**src/rtl/lcd_sched_pkg.sv**
```systemverilog
// Shared types and index arithmetic for the frame-synchronous LCD image scheduler.
package lcd_sched_pkg;

  typedef enum logic [1:0] {IDLE, PEND, SWITCH} state_t;

  typedef enum logic [1:0] {DIR_NONE, DIR_NEXT, DIR_PREV} dir_t;

  // Step an image index one place forward or backward, wrapping within 0..n_img-1.
  function automatic int wrap_step(input int cur, input logic dec, input int n_img);
    if (dec) return (cur == 0) ? n_img - 1 : cur - 1;
    return (cur == n_img - 1) ? 0 : cur + 1;
  endfunction

endpackage

```
**src/rtl/lcd_edge_det.sv**
```systemverilog
// Single-bit edge detector: registered history plus combinational rise or fall strobe.
module lcd_edge_det #(
  parameter bit RST_VAL = 1'b0,
  parameter bit FALL    = 1'b0
) (
  input  logic clk,
  input  logic rst,
  input  logic d,
  output logic pulse
);

  logic hist_p1;

  always_ff @(posedge clk) begin
    if (rst) hist_p1 <= RST_VAL;
    else     hist_p1 <= d;
  end

  assign pulse = FALL ? (hist_p1 & ~d) : (~hist_p1 & d);

endmodule

```
**src/rtl/lcd_image_scheduler.sv**
```systemverilog
// Chooses the image index for the LCD datapath; manual and auto-advance requests
// are committed only on the edge that ends a frame-start (VD falling) cycle.
module lcd_image_scheduler
  import lcd_sched_pkg::*;
#(
  parameter int N_IMG          = 4,
  parameter int SEL_W          = 2,
  parameter int FRAMES_PER_IMG = 60,
  parameter int CNT_W          = 8
) (
  input  logic             CLK,
  input  logic             RST,
  input  logic             VD,
  input  logic             NEXT,
  input  logic             PREV,
  input  logic             AUTO_EN,
  output logic [SEL_W-1:0] IMG_SEL,
  output logic             SWITCH_PULSE,
  output logic [CNT_W-1:0] FRAME_CNT,
  output logic             BUSY
);

  logic fs, next_rise, prev_rise;
  logic man_edge, auto_req, go_switch;
  dir_t man_dir, sw_dir;
  dir_t pending, pending_d;
  state_t state, state_d;
  logic [SEL_W-1:0] img_sel, img_sel_d;
  logic [CNT_W-1:0] frame_cnt, frame_cnt_d;
  logic switch_pulse;

  lcd_edge_det #(.RST_VAL(1'b1), .FALL(1'b1)) u_vd_det (
    .clk(CLK), .rst(RST), .d(VD), .pulse(fs)
  );

  lcd_edge_det #(.RST_VAL(1'b0), .FALL(1'b0)) u_next_det (
    .clk(CLK), .rst(RST), .d(NEXT), .pulse(next_rise)
  );

  lcd_edge_det #(.RST_VAL(1'b0), .FALL(1'b0)) u_prev_det (
    .clk(CLK), .rst(RST), .d(PREV), .pulse(prev_rise)
  );

  always_comb begin
    man_edge    = next_rise ^ prev_rise;
    man_dir     = next_rise ? DIR_NEXT : DIR_PREV;
    auto_req    = fs && AUTO_EN && (frame_cnt == CNT_W'(FRAMES_PER_IMG - 1));
    state_d     = state;
    pending_d   = man_edge ? man_dir : pending;
    go_switch   = 1'b0;
    sw_dir      = DIR_NEXT;
    case (state)
      IDLE: begin
        if (auto_req) begin
          go_switch = 1'b1;
          state_d   = SWITCH;
          // An edge seen in the frame-start cycle waits for the next frame.
          pending_d = man_edge ? man_dir : DIR_NONE;
        end else if (man_edge) begin
          state_d = PEND;
        end
      end
      PEND: begin
        if (fs) begin
          // Manual request wins; a coincident auto request is simply dropped.
          go_switch = 1'b1;
          sw_dir    = pending;
          state_d   = SWITCH;
          pending_d = man_edge ? man_dir : DIR_NONE;
        end
      end
      SWITCH: state_d = (pending_d != DIR_NONE) ? PEND : IDLE;
      default: state_d = IDLE;
    endcase

    img_sel_d = go_switch
      ? SEL_W'(wrap_step(int'(img_sel), sw_dir == DIR_PREV, N_IMG))
      : img_sel;

    if (!AUTO_EN || go_switch) frame_cnt_d = '0;
    else if (fs)               frame_cnt_d = frame_cnt + CNT_W'(1);
    else                       frame_cnt_d = frame_cnt;
  end

  always_ff @(posedge CLK) begin
    if (RST) begin
      state        <= IDLE;
      pending      <= DIR_NONE;
      img_sel      <= '0;
      frame_cnt    <= '0;
      switch_pulse <= 1'b0;
    end else begin
      state        <= state_d;
      pending      <= pending_d;
      img_sel      <= img_sel_d;
      frame_cnt    <= frame_cnt_d;
      switch_pulse <= go_switch;
    end
  end

  assign IMG_SEL      = img_sel;
  assign SWITCH_PULSE = switch_pulse;
  assign FRAME_CNT    = frame_cnt;
  assign BUSY         = (state != IDLE);

endmodule
```
**config.mk**
```make
export PLATFORM = sky130hd
export DESIGN_NAME = lcd_image_scheduler
export DESIGN_NICKNAME = d
export VERILOG_FILES = /design/src/rtl/lcd_sched_pkg.sv /design/src/rtl/lcd_edge_det.sv /design/src/rtl/lcd_image_scheduler.sv
export SDC_FILE = /design/constraint.sdc
export NUM_CORES = 1
export LEC_CHECK = 0
export CAP_MARGIN = 20
export CORE_UTILIZATION = 40
export DETAILED_ROUTE_END_ITERATION = 12
export SETUP_SLACK_MARGIN = 0.2
export SLEW_MARGIN = 20
export SYNTH_ARGS = -nofsm -noshare
export SYNTH_HDL_FRONTEND = slang
export SYNTH_SLANG_ARGS = --single-unit
```
**constraint.sdc**
```tcl
create_clock -name CLK -period 2.3 [get_ports CLK]
set_input_delay 0.23 -clock CLK [delete_from_list [all_inputs] [get_ports CLK]]
set_output_delay 0.23 -clock CLK [all_outputs]
set_load 0.03 [all_outputs]
```
==> reports/qor.json, run 1 <==
{
  "finish.net_count": 134,
  "final.setup.tns_ns": 0,
  "flow.area_growth_from_synthesis_pct": 25.9,
  "fill_cells": 202,
  "drt_drc_violations_left": 0,
  "avgRoutedWirePerCell_microns": 12.7,
  "synth_async_sr_flop_share": 0,
  "chipHeight_microns": 49.6,
  "antenna_left": 0,
  "setup_violations": 0,
  "numCtsBuffers": 3,
  "cts_tree": "done",
  "die_area_sq_mm": 0.00246,
  "groute.usage.overall": 0.173,
  "cp_max_fo": 7,
  "first_pass_iters": 4,
  "synthesis.area_per_instance_sq_um": 8.96,
  "min-delay-path-class": "primary input to register",
  "via_count_of_the_first_global_routing_pass": 761,
  "clock_insertion_delay_worst_skew_ns": 0.29,
  "tritoncts_num_sinks": 18,
  "routed_via_density": 5.26,
  "pin_count": 18,
  "ff2ff_setup_slack_ns": 0.64,
  "dp_hpwl_mm": 1.41,
  "yosys_register_bits": 18,
  "critPathSlowestCell": "sky130_fd_sc_hd__clkdlybuf4s50_1",
  "cts_setup_buffers": 0,
  "critical_path_arrival_ns": 1.59,
  "htree_levels": 1,
  "worst_slew_margin_rel": 0.760,
  "route.vias.total": 779,
  "worstPathCellList": "nor2_1, inv_1, clkdlybuf4s50_1",
  "tightest_slew_ns": 0.359,
  "ys_seq_area_frac": 0.398,
  "worst-r2r-cell-count": 5,
  "maxCapViolCount": 0,
  "maxClockFrequency_mhz": 551,
  "drt_wl_total_mm": 1.88,
  "synthesis.area_sq_um": 905,
  "gr-total-overflow": 0,
  "core_area_sq_mm": 0.00204,
  "path_class": "register to primary output",
  "antenna_found_initial": 0,
  "crit_path_max_incr_delay_ns": 0.68,
  "start_kind": "register",
  "hold_depth": 2,
  "postSynthCellCount": 101,
  "largest_net_degree_at_the_start_of_global_routing": 13,
  "post_route_core_utilization": 0.558,
  "final-max-slew-violation-count": 0,
  "final-hold-violation-count": 0,
  "number_of_standard_cell_rows_in_the_floorplan": 16,
  "synthDistinctLibCells": 31,
  "ys_warn_count": 0,
  "n_antenna_cell": 0,
  "ir_drop_uv": 265,
  "synth_nets": 112,
  "status": "complete, no violations",
  "die_x_microns": 49.6,
  "fin_skew_ns": 0.00896,
  "hold_start": "NEXT",
  "first_iter_violations": 13,
  "count_of_input_and_output_buffers": 17,
  "crit-reg2reg-capture": "IMG_SEL[0]",
  "power-per-cell-area_mw_per_mm2": 522,
  "start_util": 0.443,
  "finalCritPeriodShare": 0.789,
  "leakage_nw": 0.432,
  "layout-drive-gt1-share": 0.0826,
  "setup_repair_after_global_routing_missed_its_margin": "no",
  "final.min_clock_period_ns": 1.82,
  "cts-root-to-sink-buffers": 2,
  "worst_hold_path.endpoint": "u_next_det.hist_p1",
  "postLayoutCellArea_sq_mm": 0.00114,
  "crit_required_ns": 2.07,
  "clk_root_buffer_cell": "sky130_fd_sc_hd__clkbuf_4",
  "launch_instance_of_the_worst_register_to_register_path": "FRAME_CNT[0]",
  "post_cts_resized": 0,
  "synth_edf_count": 0,
  "worstSetupEndpointType": "primary output",
  "gp_congestion": 0.765,
  "postPlaceCellArea_sq_mm": 0.00112,
  "cts_hold_buf": 0,
  "clk_pin_slew_worst_paths_ns": 0.10,
  "grt_first_pass_wirelength_mm": 3.33,
  "postSynth.topFlopCell": "sky130_fd_sc_hd__dfxtp_1"
}
## critical path, delay by kind of cell, from the launching register on
family / cells / cell delay, ns
buffers and inverters: 2 / 0.76
DFF: 1 / 0.44
and+or+nand+nor: 1 / 0.11
## state kept, by name, indices dropped and copies added, names as in the netlist
signal,flops
FRAME_CNT,8
IMG_SEL,2
pending,2
state,2
SWITCH_PULSE,1
u_next_det.hist_p1,1
u_prev_det.hist_p1,1
u_vd_det.hist_p1,1
## layer usage
| metal | track usage | vias up | wire, microns |
|---|---|---|---|
| met2 | 0.273 | 13 | 866 |
| met3 | 0.0309 | 2 | 52 |
| met5 | 0 | - | 0 |
| met1 | 0.231 | 368 | 943 |
| li1 | - | 396 | - |
| met4 | 0.0714 | 0 | 14 |
## cell families (layout without fill, tap and decap cells)
kind of cell / after synthesis / count (layout) / share of synthesized area
fa+ha+maj: 5 / 5 / 0.0692
buf+inv: 10 / 30 / 0.0415
simple gates: 43 / 43 / 0.290
mux: 1 / 1 / 0.0111
xor+xnor: 8 / 8 / 0.0774
flops: 18 / 18 / 0.398
compound gates: 16 / 16 / 0.112
## synth_stat cells, drive strengths merged, types with 2 or more instances
master | n | area share
a21oi | 9 | 0.050
xor2 | 4 | 0.039
ha | 5 | 0.069
o31ai | 2 | 0.017
xnor2 | 4 | 0.039
nand3b | 2 | 0.017
nor2b | 4 | 0.028
nor2 | 13 | 0.054
nand2 | 3 | 0.012
dfxtp | 18 | 0.40
clkbuf | 2 | 0.0083
inv | 8 | 0.033
o21ai | 2 | 0.011
nand3 | 2 | 0.011
nand2b | 3 | 0.021
nand4 | 5 | 0.035
## layout make-up
type                            count  area, sq um  area share
Inverter                            8         30.0      0.0264
Tap cell                           27         33.8      0.0297
Multi-Input combinational cell     73          507       0.445
Timing Repair Buffer               19          185       0.163
Sequential cell                    18          360       0.316
Clock buffer                        3         22.5      0.0198
## per-stage QoR
step / hold WS, ns / total power (W) / worst slack, ns / std cells
finish: 0.517 / 0.000595 / 0.484 / 148
floorplan: 0.334 / 0.000411 / 0.611 / 101
global placement: 0.551 / 0.000451 / 0.513 / 145
CTS: 0.513 / 0.000602 / 0.481 / 148
detailed placement: 0.555 / 0.000450 / 0.478 / 145
global route: 0.514 / 0.000638 / 0.401 / 148
## worst max-delay path by stage
stage	startpoint	endpoint	cells after the start
2_1_floorplan	FRAME_CNT[0]	IMG_SEL[0]	5
3_3_place_gp	VD	IMG_SEL[0]	5
5_1_grt	state[1]	BUSY	3
6_report	state[1]	BUSY	3
3_5_place_dp	VD	IMG_SEL[0]	5
4_1_cts	state[1]	BUSY	3
## power breakdown
group	internal [W]	switching, W
logic	0.0000492	0.0000573
clock network	0.0000608	0.0000897
registers	0.000326	0.0000121
total	0.000436	0.000159
## placed cells by master, fill, tap and decap left out, types with 2 or more instances in the layout
cell type	Yosys	layout
sky130_fd_sc_hd__clkdlybuf4s50_1	0	17
sky130_fd_sc_hd__nand2b_1	3	3
sky130_fd_sc_hd__o21ai_0	2	2
sky130_fd_sc_hd__nor2b_1	4	4
sky130_fd_sc_hd__o31ai_1	2	2
sky130_fd_sc_hd__nand3b_1	2	2
sky130_fd_sc_hd__xnor2_1	4	4
sky130_fd_sc_hd__nand4_1	5	5
sky130_fd_sc_hd__nand2_1	3	3
sky130_fd_sc_hd__inv_1	8	8
sky130_fd_sc_hd__dfxtp_1	18	18
sky130_fd_sc_hd__nand3_1	2	2
sky130_fd_sc_hd__ha_1	5	5
sky130_fd_sc_hd__clkbuf_4	0	3
sky130_fd_sc_hd__a21oi_1	9	9
sky130_fd_sc_hd__xor2_1	4	4
sky130_fd_sc_hd__buf_4	0	2
sky130_fd_sc_hd__nor2_1	13	13
(Power assumes the default switching activity.)
==> inputs of run 2 (changes only) <==
==> constraint.sdc (replaced) <==
create_clock -name CLK -period 1.7 [get_ports CLK]
set_input_delay 0.17 -clock CLK [delete_from_list [all_inputs] [get_ports CLK]]
set_output_delay 0.17 -clock CLK [all_outputs]
set_load 0.03 [all_outputs]
==> run 2 against run 1 <==
  * Die area did not move
  * Critical path depth is 2 higher
  * Sequential cell count unchanged
  * Via count rose by 7.2%
  * Total power is 39% higher
  * Wire length rose by 2.2%
  * Utilization up 4.4 points
  * Non-clock buffer count grew 10
  * Final cell count is 7.4% higher
  * First-iteration DRC count rose by 46%
  * Critical path type is now register to register
  * Largest cell class unchanged
  * Largest power group unchanged
==> reports/qor.json, run 2 (synthesis gave the netlist of run 1 again) <==
{
  "drt_drc_violations_left": {"value": 0, "change": "unchanged"},
  "hold_depth": {"value": 2, "change": "unchanged"},
  "multi_input_comb_area": {"value": 514, "unit": "sq um", "change": "+1.5%"},
  "gp_congestion": {"value": 0.772, "change": "+0.90%"},
  "setup_violations": {"value": 0, "change": "unchanged"},
  "clock_insertion_delay_worst_skew": {"value": 0.29, "unit": "ns", "change": "about the same"},
  "groute.usage.overall": {"value": 0.180, "change": "+0.00656"},
  "crit-reg2reg-capture": "IMG_SEL[0]",
  "fin_skew": {"value": 0.000721, "unit": "ns", "change": "-0.00824 ns"},
  "pin_count": {"value": 18, "change": "unchanged"},
  "maxCapViolCount": {"value": 0, "change": "unchanged"},
  "clk_root_buffer_cell": "sky130_fd_sc_hd__clkbuf_4",
  "clk_pin_slew_worst_paths": {"value": 0.10, "unit": "ns", "change": "about the same"},
  "hold_start": "NEXT",
  "n_antenna_cell": {"value": 0, "change": "unchanged"},
  "postPlaceCellArea": {"value": 0.00118, "unit": "sq mm", "change": "+5.9%"},
  "dp_hpwl": {"value": 1.46, "unit": "mm", "change": "+3.7%"},
  "critPathSlowestCell": "sky130_fd_sc_hd__dfxtp_4",
  "launch_instance_of_the_worst_register_to_register_path": "FRAME_CNT[1]",
  "antenna_found_initial": {"value": 0, "change": "unchanged"},
  "first_iter_violations": {"value": 19, "change": "+6"},
  "grt_first_pass_wirelength": {"value": 3.40, "unit": "mm", "change": "+2.1%"},
  "crit_required": {"value": 1.92, "unit": "ns", "change": "-0.15 ns"},
  "avgRoutedWirePerCell": {"value": 12.1, "unit": "microns", "change": "-4.9%"},
  "chipHeight": {"value": 49.6, "unit": "microns", "change": "unchanged"},
  "ff2ff_setup_slack": {"value": 0.21, "unit": "ns", "change": "-0.43 ns"},
  "die_x": {"value": 49.6, "unit": "microns", "change": "unchanged"},
  "gr-total-overflow": {"value": 0, "change": "unchanged"},
  "power-per-cell-area": {"value": 672, "unit": "mW/mm^2", "change": "+29%"},
  "worstSetupEndpointType": "register",
  "via_count_of_the_first_global_routing_pass": {"value": 765, "change": "+0.53%"},
  "leakage": {"value": 0.534, "unit": "nW", "change": "+24%"},
  "final-max-slew-violation-count": {"value": 0, "change": "unchanged"},
  "htree_levels": {"value": 1, "change": "unchanged"},
  "start_util": {"value": 0.443, "change": "unchanged"},
  "worst-r2r-cell-count": {"value": 5, "change": "unchanged"},
  "worst_slew_margin_rel": {"value": 0.794, "change": "+0.0343"},
  "path_class": "register to register",
  "finalCritPeriodShare": 0.876,
  "number_of_standard_cell_rows_in_the_floorplan": {"value": 16, "change": "unchanged"},
  "cts_tree": "done",
  "first_pass_iters": {"value": 4, "change": "unchanged"},
  "cts_hold_buf": {"value": 0, "change": "unchanged"},
  "area.sequential": {"value": 377, "unit": "sq um", "change": "+4.5%"},
  "flow.area_growth_from_synthesis_pct": 35.8,
  "layout.cells.most_common_list": "12 x sky130_fd_sc_hd__nor2_1, 12 x sky130_fd_sc_hd__buf_4, 11 x sky130_fd_sc_hd__dfxtp_1",
  "critical_path_arrival": {"value": 1.71, "unit": "ns", "change": "+0.12 ns"},
  "setup_repair_after_global_routing_missed_its_margin": "yes",
  "cts-root-to-sink-buffers": {"value": 2, "change": "unchanged"},
  "routed_via_density": {"value": 5.25, "change": "-0.23%"},
  "maxClockFrequency_mhz": 672,
  "die_area": {"value": 0.00246, "unit": "sq mm", "change": "unchanged"},
  "crit_path_max_incr_delay": {"value": 0.38, "unit": "ns", "change": "-0.30 ns"},
  "status": "complete, no violations",
  "numCtsBuffers": {"value": 3, "change": "unchanged"},
  "largest_reg_flops": {"value": 8, "change": "unchanged"},
  "cp_max_fo": {"value": 5, "change": "-2"},
  "worst_hold_path.endpoint": "u_next_det.hist_p1",
  "worst_hold_slack": {"value": 0.454, "unit": "ns", "change": "-0.0626 ns"},
  "tightest_slew": {"value": 0.308, "unit": "ns", "change": "-0.0513 ns"},
  "layout-drive-gt1-share": {"value": 0.227, "change": "+0.145"},
  "count_of_input_and_output_buffers": {"value": 17, "change": "unchanged"},
  "final.min_clock_period_ns": 1.49,
  "worstPathCellList": "ha_2, and2_4, nand3_1, or3_1, a221oi_2",
  "finish.net_count": {"value": 144, "change": "+7.5%"},
  "postLayoutCellArea": {"value": 0.00123, "unit": "sq mm", "change": "+7.9%"},
  "drt_wl_total": {"value": 1.92, "unit": "mm", "change": "+2.2%"},
  "fill_cells": {"value": 207, "change": "+2.5%"},
  "core_area": {"value": 0.00204, "unit": "sq mm", "change": "unchanged"},
  "min-delay-path-class": "primary input to register",
  "largest_net_degree_at_the_start_of_global_routing": {"value": 11, "change": "-2"},
  "report.power.total": {"value": 0.000825, "unit": "W", "change": "+39%"},
  "tritoncts_num_sinks": {"value": 18, "change": "unchanged"},
  "start_kind": "register",
  "route.vias.total": {"value": 835, "change": "+7.2%"},
  "antenna_left": {"value": 0, "change": "unchanged"},
  "final-hold-violation-count": {"value": 0, "change": "unchanged"},
  "ir_drop": {"value": 508, "unit": "uV", "change": "+92%"}
}
run 2: changes by cell type in the layout (fill, tap and decap cells not counted), sizes merged:
cell,previous run,this run
clkdlybuf4s15,0,1
buf,2,12
clkinv,0,1
clkdlybuf4s50,17,6
dlygate4sd2,0,10
run 2: how the worst max path moves through the flow:
stage | startpoint | end | slack [ns]
4_1_cts | state[1] | BUSY | 0.19
3_5_place_dp | VD | IMG_SEL[0] | -0.007
5_1_grt | FRAME_CNT[2] | IMG_SEL[0] | 0.13
3_3_place_gp | VD | IMG_SEL[0] | 0.02
6_report | FRAME_CNT[1] | IMG_SEL[0] | 0.21
2_1_floorplan | FRAME_CNT[0] | IMG_SEL[0] | 0.21
run 2: cell type report:
class                      instances  share of cell area
clock inverter                     1             0.00305
tap                               27              0.0275
multi-input combinational         73               0.419
inverter                           8              0.0244
clock buffer                       3              0.0183
sequential                        18               0.307
timing repair buffer              29               0.202
run 2: critical path, delay by kind of cell, from the launching register on:
family          cells  cell delay [ns]
compound gates      1             0.25
flops               1             0.38
fa+ha+maj           1             0.21
simple gates        3             0.57
run 2: per-stage QoR:
step,setup TNS (ns),std cells,util,setup slack (ns)
global route,0,159,0.602,0.126
floorplan,0,101,-,0.215
detailed placement,-0.00701,152,0.579,-0.00701
global placement,0,152,0.579,0.0212
CTS,0,157,0.591,0.195
finish,0,159,0.602,0.211
run 2: metal layers:
layer / wire [microns] / share of wire / track usage
met5: 0 / 0 / 0
met4: 19 / 0.0099 / 0.0714
met3: 115 / 0.060 / 0.0401
met2: 777 / 0.40 / 0.270
met1: 1010 / 0.52 / 0.247
run 2: timing repair:
action | 4_1_cts | 5_1_grt
setup buffers | 1 | 2
endpoints found under the setup margin | 12 | 2
pin swaps | 1 | 2
resized for setup | 13 | 3
run 2: power by group:
group | internal (W) | switching [W]
clock | 0.0000855 | 0.000134
sequential | 0.000437 | 0.0000163
combinational | 0.0000724 | 0.0000800
==> inputs of run 3 (changes only) <==
--- a/config.mk
+++ b/config.mk
@@ -8,6 +8,7 @@
 export CAP_MARGIN = 20
 export CORE_UTILIZATION = 40
 export DETAILED_ROUTE_END_ITERATION = 12
+export GPL_TIMING_DRIVEN = 0
 export SETUP_SLACK_MARGIN = 0.2
 export SLEW_MARGIN = 20
 export SYNTH_ARGS = -nofsm -noshare
==> run 3 against run 2 <==
  * Sequential cell count unchanged
  * Via count decreased by 6.7%
  * Clock skew up 0.0073 ns
  * Worst hold slack improved by 0.014 ns
  * Sequential power hardly changed
  * Sequential share of layout area is essentially flat
  * Final area grew 0.51%
  * Fmax is 1.8% lower
  * Final cell count shrank 1.9%
  * Critical path type unchanged
  * Highest routed layer is now met3
==> reports/qor.json, run 3 (synthesis gave the netlist of run 1 again) <==
{
  "status": "complete, no violations",
  "postPlaceCellArea": {"value": 0.00112, "unit": "sq mm", "change": "-5.1%"},
  "cts-root-to-sink-buffers": {"value": 2, "change": "unchanged"},
  "path_class": "register to register",
  "die_area": {"value": 0.00246, "unit": "sq mm", "change": "unchanged"},
  "clk_pin_slew_worst_paths": {"value": 0.10, "unit": "ns", "change": "about the same"},
  "die_x": {"value": 49.6, "unit": "microns", "change": "unchanged"},
  "gp_congestion": {"value": 0.743, "change": "-3.7%"},
  "ir_drop": {"value": 455, "unit": "uV", "change": "-10%"},
  "family_of_cells_with_the_greatest_summed_delay_on_the_critical_path": "simple AND/OR/NAND/NOR gates",
  "worstSetupPathDepth": {"value": 4, "change": "-1"},
  "pin_count": {"value": 18, "change": "unchanged"},
  "post_route_core_utilization": {"value": 0.605, "change": "+0.00306"},
  "dp_cells": {"value": 145, "change": "-4.6%"},
  "via_count_of_the_first_global_routing_pass": {"value": 710, "change": "-7.2%"},
  "drt_wl_total": {"value": 1.83, "unit": "mm", "change": "-4.5%"},
  "setup_violations": {"value": 0, "change": "unchanged"},
  "antenna_found_initial": {"value": 0, "change": "unchanged"},
  "postLayoutCellArea": {"value": 0.00123, "unit": "sq mm", "change": "+0.51%"},
  "largest_reg_flops": {"value": 8, "change": "unchanged"},
  "min-delay-path-class": "primary input to register",
  "layout-drive-gt1-share": {"value": 0.240, "change": "+0.0130"},
  "finish.net_count": {"value": 141, "change": "-2.1%"},
  "hold_depth": {"value": 2, "change": "unchanged"},
  "final.setup.tns": {"value": 0, "unit": "ns", "change": "unchanged"},
  "worst-path-buf-inv": {"value": 0, "change": "unchanged"},
  "clock_insertion_delay_worst_skew": {"value": 0.29, "unit": "ns", "change": "about the same"},
  "avgRoutedWirePerCell": {"value": 11.7, "unit": "microns", "change": "-2.7%"},
  "final.min_clock_period": {"value": 1.52, "unit": "ns", "change": "+0.0280 ns"},
  "core_area": {"value": 0.00204, "unit": "sq mm", "change": "unchanged"},
  "worst-r2r-cell-count": {"value": 4, "change": "-1"},
  "flow.area_growth_from_synthesis_pct": 36.5,
  "cp_max_fo": {"value": 4, "change": "-1"},
  "drt_drc_violations_left": {"value": 0, "change": "unchanged"},
  "fin_skew": {"value": 0.00807, "unit": "ns", "change": "+0.00734 ns"},
  "finalCritPeriodShare": {"value": 0.892, "change": "+0.0165"},
  "leakage": {"value": 0.523, "unit": "nW", "change": "-2.1%"},
  "clk_root_buffer_cell": "sky130_fd_sc_hd__clkbuf_4",
  "n_antenna_cell": {"value": 0, "change": "unchanged"},
  "first_pass_iters": {"value": 4, "change": "unchanged"},
  "setup_repair_after_global_routing_missed_its_margin": "yes",
  "layout.cells.most_common_list": "12 x sky130_fd_sc_hd__nor2_1, 11 x sky130_fd_sc_hd__dfxtp_1, 10 x sky130_fd_sc_hd__dlygate4sd2_1",
  "worst_slew_margin_rel": {"value": 0.698, "change": "-0.0961"},
  "tightest_slew": {"value": 0.453, "unit": "ns", "change": "+0.145 ns"},
  "layout.cells.most_common": "sky130_fd_sc_hd__nor2_1",
  "crit_path_max_incr_delay": {"value": 0.39, "unit": "ns", "change": "about the same"},
  "number_of_standard_cell_rows_in_the_floorplan": {"value": 16, "change": "unchanged"},
  "start_util": {"value": 0.443, "change": "unchanged"},
  "count_of_input_and_output_buffers": {"value": 17, "change": "unchanged"},
  "worstPathCellList": "nor4b_4, nand3_1, or3_4, a221oi_2",
  "grt_first_pass_wirelength": {"value": 3.24, "unit": "mm", "change": "-4.6%"},
  "critPathSlowestCell": "sky130_fd_sc_hd__or3_4",
  "chipHeight": {"value": 49.6, "unit": "microns", "change": "unchanged"},
  "maxClockFrequency": {"value": 659, "unit": "MHz", "change": "-1.8%"},
  "numCtsBuffers": {"value": 3, "change": "unchanged"},
  "start_kind": "register",
  "antenna_left": {"value": 0, "change": "unchanged"},
  "crit_required": {"value": 1.91, "unit": "ns", "change": "about the same"},
  "cts_hold_buf": {"value": 0, "change": "unchanged"},
  "maxCapViolCount": {"value": 0, "change": "unchanged"},
  "tritoncts_num_sinks": {"value": 18, "change": "unchanged"},
  "power-per-cell-area": {"value": 660, "unit": "mW/mm^2", "change": "-1.8%"},
  "worstSetupEndpointType": "register",
  "groute.usage.overall": {"value": 0.171, "change": "-0.00923"},
  "largest_net_degree_at_the_start_of_global_routing": {"value": 11, "change": "unchanged"},
  "first_iter_violations": {"value": 13, "change": "-6"},
  "critical_path_arrival": {"value": 1.73, "unit": "ns", "change": "+0.02 ns"},
  "final-max-slew-violation-count": {"value": 0, "change": "unchanged"},
  "htree_levels": {"value": 1, "change": "unchanged"},
  "cts_tree": "done",
  "fin_cells": {"value": 156, "change": "-1.9%"},
  "report.power.total": {"value": 0.000815, "unit": "W", "change": "-1.3%"},
  "final-hold-violation-count": {"value": 0, "change": "unchanged"},
  "dp_hpwl": {"value": 1.31, "unit": "mm", "change": "-10%"},
  "routed_via_density": {"value": 4.99, "change": "-4.9%"},
  "gr-total-overflow": {"value": 0, "change": "unchanged"},
  "route.vias.total": {"value": 779, "change": "-6.7%"}
}
## run 3: changes by cell type in the layout (fill, tap and decap cells not counted), moves of 2 or more
| cell | previous run | this run |
|---|---|---|
| sky130_fd_sc_hd__buf_4 | 12 | 7 |
| sky130_fd_sc_hd__clkbuf_2 | 0 | 2 |
| sky130_fd_sc_hd__ha_4 | 0 | 2 |
| sky130_fd_sc_hd__clkbuf_1 | 0 | 2 |
## run 3: layout make-up
cell class | instances | area (sq um)
fill | 202 | 807
tap | 27 | 33.8
clock buffer | 4 | 26.3
buffer | 2 | 8.76
inverter | 8 | 30.0
multi-input combinational | 73 | 552
timing repair buffer | 24 | 205
sequential | 18 | 379
## run 3: routing by layer
metal	track usage	wire [microns]	share of wire	vias to the layer above
met4	0.0286	0	0	0
met3	0.0648	70	0.038	0
li1	-	-	-	411
met1	0.256	1030	0.56	349
met2	0.230	727	0.40	19
met5	0	0	0	-
## run 3: timing repair
item / CTS / global route
gates cloned: 0 / 0
setup buffers: 6 / 1
gates resized for setup: 18 / 7
setup endpoints to repair: 21 / 14
pin swaps: 5 / 1
## run 3: where the power goes
group | total [W] | internal, W | switching [W]
registers | 0.000451 | 0.000435 | 0.0000160
logic | 0.000152 | 0.0000683 | 0.0000837
clock network | 0.000212 | 0.0000911 | 0.000120
## run 3: per-stage QoR
stage	hold WS [ns]	setup WS, ns
after floorplan	0.274	0.215
after global placement	0.513	-0.142
after detailed placement	0.510	-0.120
after CTS	0.457	0.180
after global routing	0.479	0.0862
final	0.468	0.183
## run 3: worst paths after layout
kind | startpoint | end | slack [ns]
worst min register to register | FRAME_CNT[4] | FRAME_CNT[4] | 0.55
worst min-delay path | PREV | u_prev_det.hist_p1 | 0.47
worst max register to register | FRAME_CNT[6] | IMG_SEL[0] | 0.18
worst max-delay path | FRAME_CNT[6] | IMG_SEL[0] | 0.18
